File: config.mk
export PLATFORM = sky130hd
export DESIGN_NAME = qos_param_flat
export DESIGN_NICKNAME = d
export VERILOG_FILES = /design/src/rtl/qos_pkg.sv /design/src/rtl/qos_param_if.sv /design/src/rtl/qos_pause_ch.sv /design/src/rtl/qos_param.sv /design/src/flat_wrapper.sv
export SDC_FILE = /design/constraint.sdc
export NUM_CORES = 1
export LEC_CHECK = 0
export ABC_AREA = 1
export BUFFER_PORTS_ARGS = -buffer_cell sky130_fd_sc_hd__buf_4
export CORE_MARGIN = 2
export CORE_UTILIZATION = 51
export CTS_BUF_LIST = sky130_fd_sc_hd__clkbuf_8
export DETAILED_ROUTE_END_ITERATION = 12
export PLACE_DENSITY_LB_ADDON = 0.25
export SKIP_LAST_GASP = 1
export SYNTH_ARGS = -nofsm -noshare
export SYNTH_HDL_FRONTEND = slang
export SYNTH_SLANG_ARGS = --single-unit
File: constraint.sdc
create_clock -name clk -period 1.48 [get_ports clk]
set_input_delay 0.148 -clock clk [delete_from_list [all_inputs] [get_ports clk]]
set_output_delay 0.148 -clock clk [all_outputs]
set_load 0.1 [all_outputs]
File: src/rtl/qos_pkg.sv
// Shared definitions for the QoS flow controller: FSM state encoding and width.
package qos_pkg;
  localparam int STATE_W = 2;

  typedef enum logic [STATE_W-1:0] {
    ST_INIT   = 2'd0,
    ST_IDLE   = 2'd1,
    ST_ACTIVE = 2'd2,
    ST_ERROR  = 2'd3
  } state_t;
endpackage

File: src/rtl/qos_param_if.sv
// FIFO status / flow-control bundle between the switch datapath and the QoS controller.
interface qos_param_if #(parameter int NUM_CH = 4);
  import qos_pkg::*;

  logic              enb;
  logic              iniciar;
  logic [NUM_CH:0]   almost_full;
  logic [NUM_CH:0]   full;
  logic [NUM_CH:0]   almost_empty;
  logic [NUM_CH:0]   empty;
  logic [NUM_CH-1:0] pausa;
  logic [NUM_CH-1:0] continuar;
  logic              idle;
  logic              error_full;
  logic              error_timeout;
  logic [NUM_CH:0]   error_ch;
  logic [STATE_W-1:0] state;

  modport master (
    output enb, iniciar, almost_full, full, almost_empty, empty,
    input  pausa, continuar, idle, error_full, error_timeout, error_ch, state
  );

  modport slave (
    input  enb, iniciar, almost_full, full, almost_empty, empty,
    output pausa, continuar, idle, error_full, error_timeout, error_ch, state
  );
endinterface

File: src/rtl/qos_pause_ch.sv
// One output channel: pause hysteresis flop plus saturating pause-duration counter.
module qos_pause_ch #(
  parameter int PAUSE_TIMEOUT = 16,
  parameter int TO_W          = 5
) (
  input  logic clk,
  input  logic rst,
  input  logic enb,
  input  logic active,
  input  logic almost_full,
  input  logic full,
  input  logic almost_empty,
  output logic pausa,
  output logic timeout_hit
);
  localparam logic [TO_W-1:0] TO_LIM = TO_W'(PAUSE_TIMEOUT);

  logic [TO_W-1:0] cnt;

  always_ff @(posedge clk or posedge rst) begin
    if (rst) begin
      pausa <= 1'b0;
      cnt   <= '0;
    end else if (enb) begin
      if (!active) begin
        pausa <= 1'b0;
        cnt   <= '0;
      end else begin
        // set dominates clear when both arrive together
        if (almost_full || full)
          pausa <= 1'b1;
        else if (almost_empty)
          pausa <= 1'b0;

        if (!pausa || PAUSE_TIMEOUT == 0)
          cnt <= '0;
        else if (cnt != TO_LIM)
          cnt <= cnt + 1'b1;
      end
    end
  end

  assign timeout_hit = (PAUSE_TIMEOUT != 0) && (cnt == TO_LIM);
endmodule

File: src/rtl/qos_param.sv
// QoS flow controller top: sequencing FSM, idle detect and sticky error capture
// over one input FIFO (bit 0) and NUM_CH output FIFOs.
module qos_param
  import qos_pkg::*;
#(
  parameter int NUM_CH        = 4,
  parameter int PAUSE_TIMEOUT = 16,
  parameter int TO_W          = 5
) (
  input logic        clk,
  input logic        rst,
  qos_param_if.slave bus
);
  state_t            st, st_nx;
  logic [NUM_CH-1:0] pause_q;
  logic [NUM_CH-1:0] hit;
  logic              err_full_q, err_full_nx;
  logic              err_to_q, err_to_nx;
  logic [NUM_CH:0]   err_ch_q, err_ch_nx;
  logic              active;
  logic              unused_in0;

  assign active     = (st == ST_ACTIVE);
  assign unused_in0 = bus.almost_full[0] ^ bus.almost_empty[0];

  for (genvar i = 0; i < NUM_CH; i++) begin : g_ch
    qos_pause_ch #(
      .PAUSE_TIMEOUT(PAUSE_TIMEOUT),
      .TO_W         (TO_W)
    ) u_ch (
      .clk         (clk),
      .rst         (rst),
      .enb         (bus.enb),
      .active      (active),
      .almost_full (bus.almost_full[i+1]),
      .full        (bus.full[i+1]),
      .almost_empty(bus.almost_empty[i+1]),
      .pausa       (pause_q[i]),
      .timeout_hit (hit[i])
    );
  end

  always_comb begin
    st_nx       = st;
    err_full_nx = err_full_q;
    err_to_nx   = err_to_q;
    err_ch_nx   = err_ch_q;
    unique case (st)
      ST_INIT:
        if (bus.iniciar) st_nx = ST_IDLE;
      ST_IDLE, ST_ACTIVE: begin
        // error entry outranks the idle/active toggle
        if ((|bus.full) || (|hit)) begin
          st_nx       = ST_ERROR;
          err_full_nx = err_full_q | (|bus.full);
          err_to_nx   = err_to_q | (|hit);
          err_ch_nx   = err_ch_q | bus.full | {hit, 1'b0};
        end else if (st == ST_IDLE && !(&bus.empty)) begin
          st_nx = ST_ACTIVE;
        end else if (st == ST_ACTIVE && (&bus.empty)) begin
          st_nx = ST_IDLE;
        end
      end
      ST_ERROR:
        if (bus.iniciar) begin
          st_nx       = ST_INIT;
          err_full_nx = 1'b0;
          err_to_nx   = 1'b0;
          err_ch_nx   = '0;
        end
      default: st_nx = ST_INIT;
    endcase
  end

  always_ff @(posedge clk or posedge rst) begin
    if (rst) begin
      st         <= ST_INIT;
      err_full_q <= 1'b0;
      err_to_q   <= 1'b0;
      err_ch_q   <= '0;
    end else if (bus.enb) begin
      st         <= st_nx;
      err_full_q <= err_full_nx;
      err_to_q   <= err_to_nx;
      err_ch_q   <= err_ch_nx;
    end
  end

  // decoded purely from flops, so no input reaches an output combinationally
  assign bus.pausa         = (st == ST_ERROR) ? '1 : (active ? pause_q : '0);
  assign bus.continuar     = (st == ST_IDLE) ? '1 : (active ? ~pause_q : '0);
  assign bus.idle          = (st == ST_IDLE);
  assign bus.error_full    = err_full_q;
  assign bus.error_timeout = err_to_q;
  assign bus.error_ch      = err_ch_q;
  assign bus.state         = st;
endmodule

File: src/flat_wrapper.sv
// flat-port wrapper written by rule: the top's interface ports become plain ports
module qos_param_flat import qos_pkg::*;
#(
  parameter int NUM_CH        = 4,
  parameter int PAUSE_TIMEOUT = 16,
  parameter int TO_W          = 5
)
  (clk, rst, bus_enb, bus_iniciar, bus_almost_full, bus_full, bus_almost_empty, bus_empty, bus_pausa, bus_continuar, bus_idle, bus_error_full, bus_error_timeout, bus_error_ch, bus_state);
  qos_param_if #(.NUM_CH(NUM_CH)) bus_i ();
  input logic clk;
  input logic rst;
  input wire logic [$bits(bus_i.enb)-1:0] bus_enb;
  input wire logic [$bits(bus_i.iniciar)-1:0] bus_iniciar;
  input wire logic [$bits(bus_i.almost_full)-1:0] bus_almost_full;
  input wire logic [$bits(bus_i.full)-1:0] bus_full;
  input wire logic [$bits(bus_i.almost_empty)-1:0] bus_almost_empty;
  input wire logic [$bits(bus_i.empty)-1:0] bus_empty;
  output wire logic [$bits(bus_i.pausa)-1:0] bus_pausa;
  output wire logic [$bits(bus_i.continuar)-1:0] bus_continuar;
  output wire logic [$bits(bus_i.idle)-1:0] bus_idle;
  output wire logic [$bits(bus_i.error_full)-1:0] bus_error_full;
  output wire logic [$bits(bus_i.error_timeout)-1:0] bus_error_timeout;
  output wire logic [$bits(bus_i.error_ch)-1:0] bus_error_ch;
  output wire logic [$bits(bus_i.state)-1:0] bus_state;
  assign bus_i.enb = bus_enb;
  assign bus_i.iniciar = bus_iniciar;
  assign bus_i.almost_full = bus_almost_full;
  assign bus_i.full = bus_full;
  assign bus_i.almost_empty = bus_almost_empty;
  assign bus_i.empty = bus_empty;
  assign bus_pausa = bus_i.pausa;
  assign bus_continuar = bus_i.continuar;
  assign bus_idle = bus_i.idle;
  assign bus_error_full = bus_i.error_full;
  assign bus_error_timeout = bus_i.error_timeout;
  assign bus_error_ch = bus_i.error_ch;
  assign bus_state = bus_i.state;
  qos_param #(.NUM_CH(NUM_CH), .PAUSE_TIMEOUT(PAUSE_TIMEOUT), .TO_W(TO_W)) u_core (.clk(clk), .rst(rst), .bus(bus_i));
endmodule
==> metrics.md, run 1 <==
| Metric | Value |
|---|---|
| NumNets Final | 431 |
| Sequential area share after synthesis | 39.2% |
| Initial antenna violation count | 0 |
| Synth Instances | 265 |
| Area delta synth->final | 81.2% |
| Post-route insts no fill | 445 |
| Skew-Pair Late Insertion Delay | 0.31 ns |
| Share of layout cells above drive strength 1 | 59.5% |
| FFs w/ async S/R, synth | 100% |
| Cell area after layout | 0.00381 sq mm |
| Die ar. | 0.00466 sq mm |
| Sw Ratio | 55.8% |
| Switching power | 4.31 mW |
| H-tree levels | 2 |
| Post-Synthesis Cell Area | 0.00211 sq mm |
| Post-synthesis mux area share | 0% |
| Hold WC Path Type | input port to register |
| Synth Area per Inst | 7.95 sq um |
| # setup viols final | 41 |
| Pint | 3.41 mW |
| Initial Util | 52.6% |
| # diodes | 0 |
| CTS tree | yes |
| Hold depth | 2 |
| Adder-cell share of the synthesized area | 7.72% |
| F_max | 527 MHz |
| Die Span X | 68.3 um |
| Area leader, netlist | dfrtp_1 |
| CORE AREA | 0.00400 sq mm |
| Top_reg_cell synth | dfrtp_1 |
| Slowest CP cell | dfrtp_4 |
| Setup TNS | -10.66 ns |
| Peak supply drop | 2.03 mV |
| Synth warn | 0 |
| Largest net degree at the start of global routing | 34 |
| DP Wirelength | 3940 um |
| First-pass GRT wire length | 12100 um |
| Failing checks | design-rule violations, negative setup slack |
| Register-to-Register Path Depth | 12 |
| Share of the synthesized area in the top cell type | 39.2% |
| Status | complete, but fails checks |
| Comb power frac | 73.0% |
| IO Port Bufs | 39 |
| Hold Violations, Final | 0 |
| Final core utilization | 95.4% |
| Seq pwr share | 17.5% |
| Most frequent cell after synthesis | nand2_1 |
| Hold Slack | 0.0605 ns |
| Register-to-register setup slack | -0.38 ns |
| CTS buffer count | 5 |
| Most frequent cells after synthesis | 63 x nand2_1, 43 x inv_1, 33 x dfrtp_1 |
| Largest family of logic cells by synthesized area | simple AND/OR/NAND/NOR gates |
| Final min period | 1.90 ns |
| Mapped Nets | 302 |
| Routed Antenna Nets | 0 |
| Worst Path Max Fanout | 6 |
| Placed Area | 0.00298 sq mm |
| Yosys reg bits | 33 |
| RSZ-0062 raised after global routing | true |
| Tightest Pin Transition | 0.446 ns |
| Critical-path cell list | inv_4 -> ha_4 -> clkinvlp_4 -> o21ai_4 -> buf_12 |
| Max clock buf depth | 2 |
| Clock power frac | 9.5% |
| R2R Path Start | u_core.bus.state[0] |
| Rel. slew slack | 70.2% |
| Slew Viols, Final | 0 |
| Worst path required time | 1.33 ns |
| Ratio of final minimum period to clock period | 128% |
| Clock sinks | 33 |
| Pre-CTS WS | -0.186 ns |
| Setup crit start | u_core.bus.state[0] |
| PnR worst setup slack | -0.416 ns |
| Clock transition at path regs | 0.09 ns |
| Synth cell types | 27 |
| GRT Util Overall | 35.9% |
| Placed cells | 400 |
| Max cap viols | 0 |
| CP arrival | 1.75 ns |
| Final WL | 11900 um |
| Number of global-route vias before repair | 2543 |
| Crit. End Element | primary output |
| Synth Area in Simple Gates | 23.7% |
| Synth area leaders | dfrtp_1 39%, nand2_1 11%, ha_1 7.7% |
| CP peak stage delay | 0.52 ns |
| GP Congestion | 0.849 |
| Leak pwr | 1.86 nW |
| Drt pass-1 iters | 10 |
| XOR/XNOR Fraction of Synth Area | 1.66% |
| Overflow after GRT | 0 |
| Cell area power density | 2020 mW/mm^2 |
| Die height | 68.3 um |
| Via count | 2952 |
| Total Power | 7.72 mW |
| Area fraction in compound gates after synthesis | 17.9% |
| I/O pin cnt | 42 |
| Crit start category | register |
| Clock Skew | 0.0111 ns |
| Via-per-instance ratio | 6.63 |
| Hold_sp | bus_almost_empty[4] |
| Post-synth EDFFs | 0 |
| DRC | 1 |
| DR iter-0 viols | 674 |
| Clock root cell | clkbuf_8 |
| Site Rows | 23 |
| Setup CP Type | register to primary output |
| Routed length per instance | 26.8 um |
==> power by group through the flow <==
stage / logic [mW] / clock network [mW] / registers [mW]
after floorplan: 2.17 / 0 / 2.08
after global placement: 4.02 / 0 / 1.25
after detailed placement: 4.07 / 0 / 1.26
after CTS: 4.80 / 0.663 / 1.25
after global routing: 5.74 / 0.741 / 1.34
final: 5.63 / 0.733 / 1.35
==> state kept, by name, summed over array words and instances (netlist names) <==
signal                    flops
u_core.bus.error_timeout      1
u_core.bus.error_ch           5
u_core.g_ch.u_ch.cnt         20
u_core.g_ch.u_ch.pausa        4
u_core.bus.state              2
u_core.bus.error_full         1
==> worst max-delay path: cells and delay by family (launching register included) <==
family | cells | cell delay [ns]
fa+ha+maj | 1 | 0.19
flops | 1 | 0.52
buf+inv | 3 | 0.50
compound gates | 1 | 0.22
==> cell families after synthesis <==
logic type	Yosys count
buffers and inverters	48
AOI/OAI and AO/OA	52
xor gates and xnor gates	4
adders and majority gates	13
and+or+nand+nor	115
DFF	33
==> layout by cell type, fill, tap and decap left out, drive strengths merged, types with 3 or more instances in the layout <==
| cell | synthesis | final |
|---|---|---|
| buf | 3 | 123 |
| nor2 | 22 | 22 |
| clkbuf | 0 | 5 |
| nand3 | 15 | 15 |
| nand4 | 4 | 4 |
| dfrtp | 33 | 33 |
| o211ai | 4 | 4 |
| nor3 | 4 | 4 |
| xor2 | 4 | 4 |
| a21oi | 7 | 7 |
| nand2 | 68 | 69 |
| inv | 44 | 44 |
| a31oi | 5 | 5 |
| o21ai | 34 | 34 |
| clkinv | 1 | 3 |
| ha | 13 | 13 |
==> worst paths after layout <==
check,to
max,bus_continuar[0]
min,u_core.g_ch[3].u_ch.pausa
max reg2reg,u_core.bus.state[1]
min reg2reg,u_core.bus.error_timeout
max in group asynchronous,u_core.bus.state[0]
min in group asynchronous,u_core.g_ch[3].u_ch.pausa
==> cell type report <==
| cell class | count | area (sq um) |
|---|---|---|
| multi-input cells | 185 | 1510 |
| repair buffers | 124 | 1130 |
| flip-flops and latches | 33 | 833 |
| inverters | 45 | 195 |
| fillers | 96 | 185 |
| clock buffers | 5 | 68.8 |
| well taps | 50 | 62.6 |
| clock inverters | 3 | 13.8 |
==> routing by layer <==
layer	track usage [%]	routed length [um]	up-vias
met5	0	0	-
met4	17.0	1090	0
met3	6.25	1420	121
met2	62.3	5470	318
met1	42.9	3940	1397
li1	-	-	1116
==> what timing repair did <==
action	in CTS	in global routing
pin swaps	19	26
gates cloned	1	0
resized for setup	63	92
setup endpoints to repair	29	42
buffers inserted	19	16
hold buffers	1	0
hold endpoints to repair	33	0
(Power assumes the default switching activity.)
==> inputs of run 2 (changes only) <==
- CORE_ASPECT_RATIO: default -> 0.6
- MAX_ROUTING_LAYER: default -> met4
==> run 2 against run 1 <==
  * Non-clock buffer count down 3
  * Die area up 0.37%
  * Largest power group unchanged
  * The flow finishes with violations (negative setup slack)
  * Wire length down 9.0%
==> metrics.md, run 2 (same netlist as run 1, synthesis figures left out) <==
| Metric | Value |
|---|---|
| Status | complete, but fails checks (unchanged) |
| Failing checks | negative setup slack (was design-rule violations, negative setup slack) |
| Tightest Pin Transition | 0.447 ns (was 0.446 ns) |
| Hold Slack | 0.0617 ns (was 0.0605 ns) |
| Max reg flops | 20 (unchanged) |
| Register-to-register setup slack | -0.41 ns (was -0.38 ns) |
| Setup CP Type | register to register (was register to primary output) |
| Overflow after GRT | 0 (unchanged) |
| Total Power | 7.66 mW (was 7.72 mW) |
| CTS tree | yes (unchanged) |
| Peak supply drop | 2.31 mV (was 2.03 mV) |
| Slew Viols, Final | 0 (unchanged) |
| Crit. End Element | register (was primary output) |
| Placed Area | 0.00301 sq mm (was 0.00298 sq mm) |
| CTS buffer count | 5 (unchanged) |
| Crit start category | register (unchanged) |
| Site Rows | 18 (was 23) |
| Routed Antenna Nets | 0 (unchanged) |
| Hold WC Path Type | input port to register (unchanged) |
| R2R Path Start | u_core.bus.state[0] (unchanged) |
| Via count | 2825 (was 2952) |
| Hold_sp | bus_almost_empty[4] (unchanged) |
| Placed cells | 405 (was 400) |
| # setup viols final | 40 (was 41) |
| Setup crit start | u_core.bus.state[0] (unchanged) |
| CP arrival | 2.11 ns (was 1.75 ns) |
| H-tree levels | 2 (unchanged) |
| Post-route insts no fill | 440 (was 445) |
| Cell area after layout | 0.00378 sq mm (was 0.00381 sq mm) |
| I/O pin cnt | 42 (unchanged) |
| NumNets Final | 428 (was 431) |
| First-pass GRT wire length | 12600 um (was 12100 um) |
| GRT Util Overall | 37.8% (was 35.9%) |
| Worst Path Max Fanout | 3 (was 6) |
| Met2 GRT Util | 64.1% (was 62.3%) |
| Setup TNS | -10.50 ns (was -10.66 ns) |
| Routed length per instance | 24.6 um (was 26.8 um) |
| Largest net degree at the start of global routing | 34 (unchanged) |
| Rel. slew slack | 70.2% (about the same) |
| DRC | 0 (was 1) |
| Drt pass-1 iters | 6 (was 10) |
| Largest Register | u_core.g_ch.u_ch.cnt (unchanged) |
| Worst path required time | 1.70 ns (was 1.33 ns) |
| Most frequent cells in the layout | 89 x buf_4, 37 x nand2_1, 31 x dfrtp_1 (was 98 x buf_4, 34 x nand2_1, 31 x dfrtp_1) |
| PnR worst setup slack | -0.410 ns (was -0.416 ns) |
| # diodes | 0 (unchanged) |
| Hold Violations, Final | 0 (unchanged) |
| CORE AREA | 0.00403 sq mm (was 0.00400 sq mm) |
| Die Span X | 87.0 um (was 68.3 um) |
| Commonest non-fill, non-tap cell in the layout | buf_4 (unchanged) |
| Cell area power density | 2030 mW/mm^2 (was 2020 mW/mm^2) |
| IO Port Bufs | 39 (unchanged) |
| Ratio of final minimum period to clock period | 128% (about the same) |
| Via-per-instance ratio | 6.42 (was 6.63) |
| RSZ-0062 raised after global routing | true (unchanged) |
| DP Wirelength | 4240 um (was 3940 um) |
| Max clock buf depth | 2 (unchanged) |
| Clock Skew | 0.00790 ns (was 0.0111 ns) |
| DR iter-0 viols | 227 (was 674) |
| Max cap viols | 0 (unchanged) |
| F_max | 529 MHz (was 527 MHz) |
| Met1 usage | 44.2% (was 42.9%) |
| Die ar. | 0.00468 sq mm (was 0.00466 sq mm) |
| Clock root cell | clkbuf_8 (unchanged) |
| Final min period | 1.89 ns (was 1.90 ns) |
| Initial Util | 52.2% (was 52.6%) |
| Skew-Pair Late Insertion Delay | 0.31 ns (about the same) |
| Initial antenna violation count | 0 (unchanged) |
| Leak pwr | 1.87 nW (was 1.86 nW) |
| Clock sinks | 33 (unchanged) |
| Global-route met3 utilization | 7.21% (was 6.25%) |
| Number of global-route vias before repair | 2583 (was 2543) |
| Final WL | 10800 um (was 11900 um) |
| Share of layout cells above drive strength 1 | 55.4% (was 59.5%) |
| Die height | 53.8 um (was 68.3 um) |
| GR peak layer | met2 (unchanged) |
| GP Congestion | 0.822 (was 0.849) |
| Clock transition at path regs | 0.08 ns (was 0.09 ns) |
| Area delta synth->final | 79.4% (was 81.2%) |
==> run 2: path summary, 6_finish.rpt <==
check                                             to  cells past startpoint
max                            u_core.bus.error_full                     10
min                        u_core.g_ch[3].u_ch.pausa                      2
max reg2reg                    u_core.bus.error_full                     10
min reg2reg                   u_core.bus.error_ch[0]                      2
max in group asynchronous        u_core.bus.state[1]                      4
min in group asynchronous     u_core.bus.error_ch[1]                      4
==> run 2: layer usage <==
| layer | vias up | routed length (um) |
|---|---|---|
| met5 | - | 0 |
| met4 | 0 | 1030 |
| met1 | 1301 | 3820 |
| li1 | 1112 | - |
| met3 | 122 | 1280 |
| met2 | 290 | 4700 |
==> run 2: stage by stage <==
stage / util (%) / worst slack (ns)
after floorplan: - / -0.471
after global placement: 74.6 / -0.145
after detailed placement: 74.6 / -0.175
after CTS: 87.4 / -0.307
after global routing: 93.7 / -0.439
final: 93.7 / -0.410
==> run 2: repair_timing <==
item	CTS	global route
resized for setup	83	66
hold endpoints to repair	33	0
gates cloned	1	0
hold buffers	1	0
pin swaps	16	20
setup endpoints to repair	32	41
setup buffers	17	12
==> run 2: power by group <==
part	total, mW	internal [mW]	switching, mW
Sequential	1.34	1.08	0.263
Combinational	5.62	1.97	3.65
Clock	0.700	0.310	0.389
Total	7.66	3.36	4.30
==> run 2: cell type report <==
cell class / instances / area [sq um]
Inverter: 45 / 195
Sequential cell: 33 / 833
Clock buffer: 5 / 68.8
Tap cell: 50 / 62.6
Multi-Input combinational cell: 185 / 1490
Fill cell: 117 / 253
Clock inverter: 1 / 5.00
Timing Repair Buffer: 121 / 1130
==> run 2: worst max-delay path, stage by stage, from the launching register on <==
cell,delay [ns]
dfrtp_4,0.51
buf_4,0.15
buf_6,0.11
ha_4,0.17
buf_6,0.12
a21oi_4,0.18
nand2_4,0.11
buf_6,0.15
nor2_4,0.08
nor2_1,0.06
a31oi_1,0.17
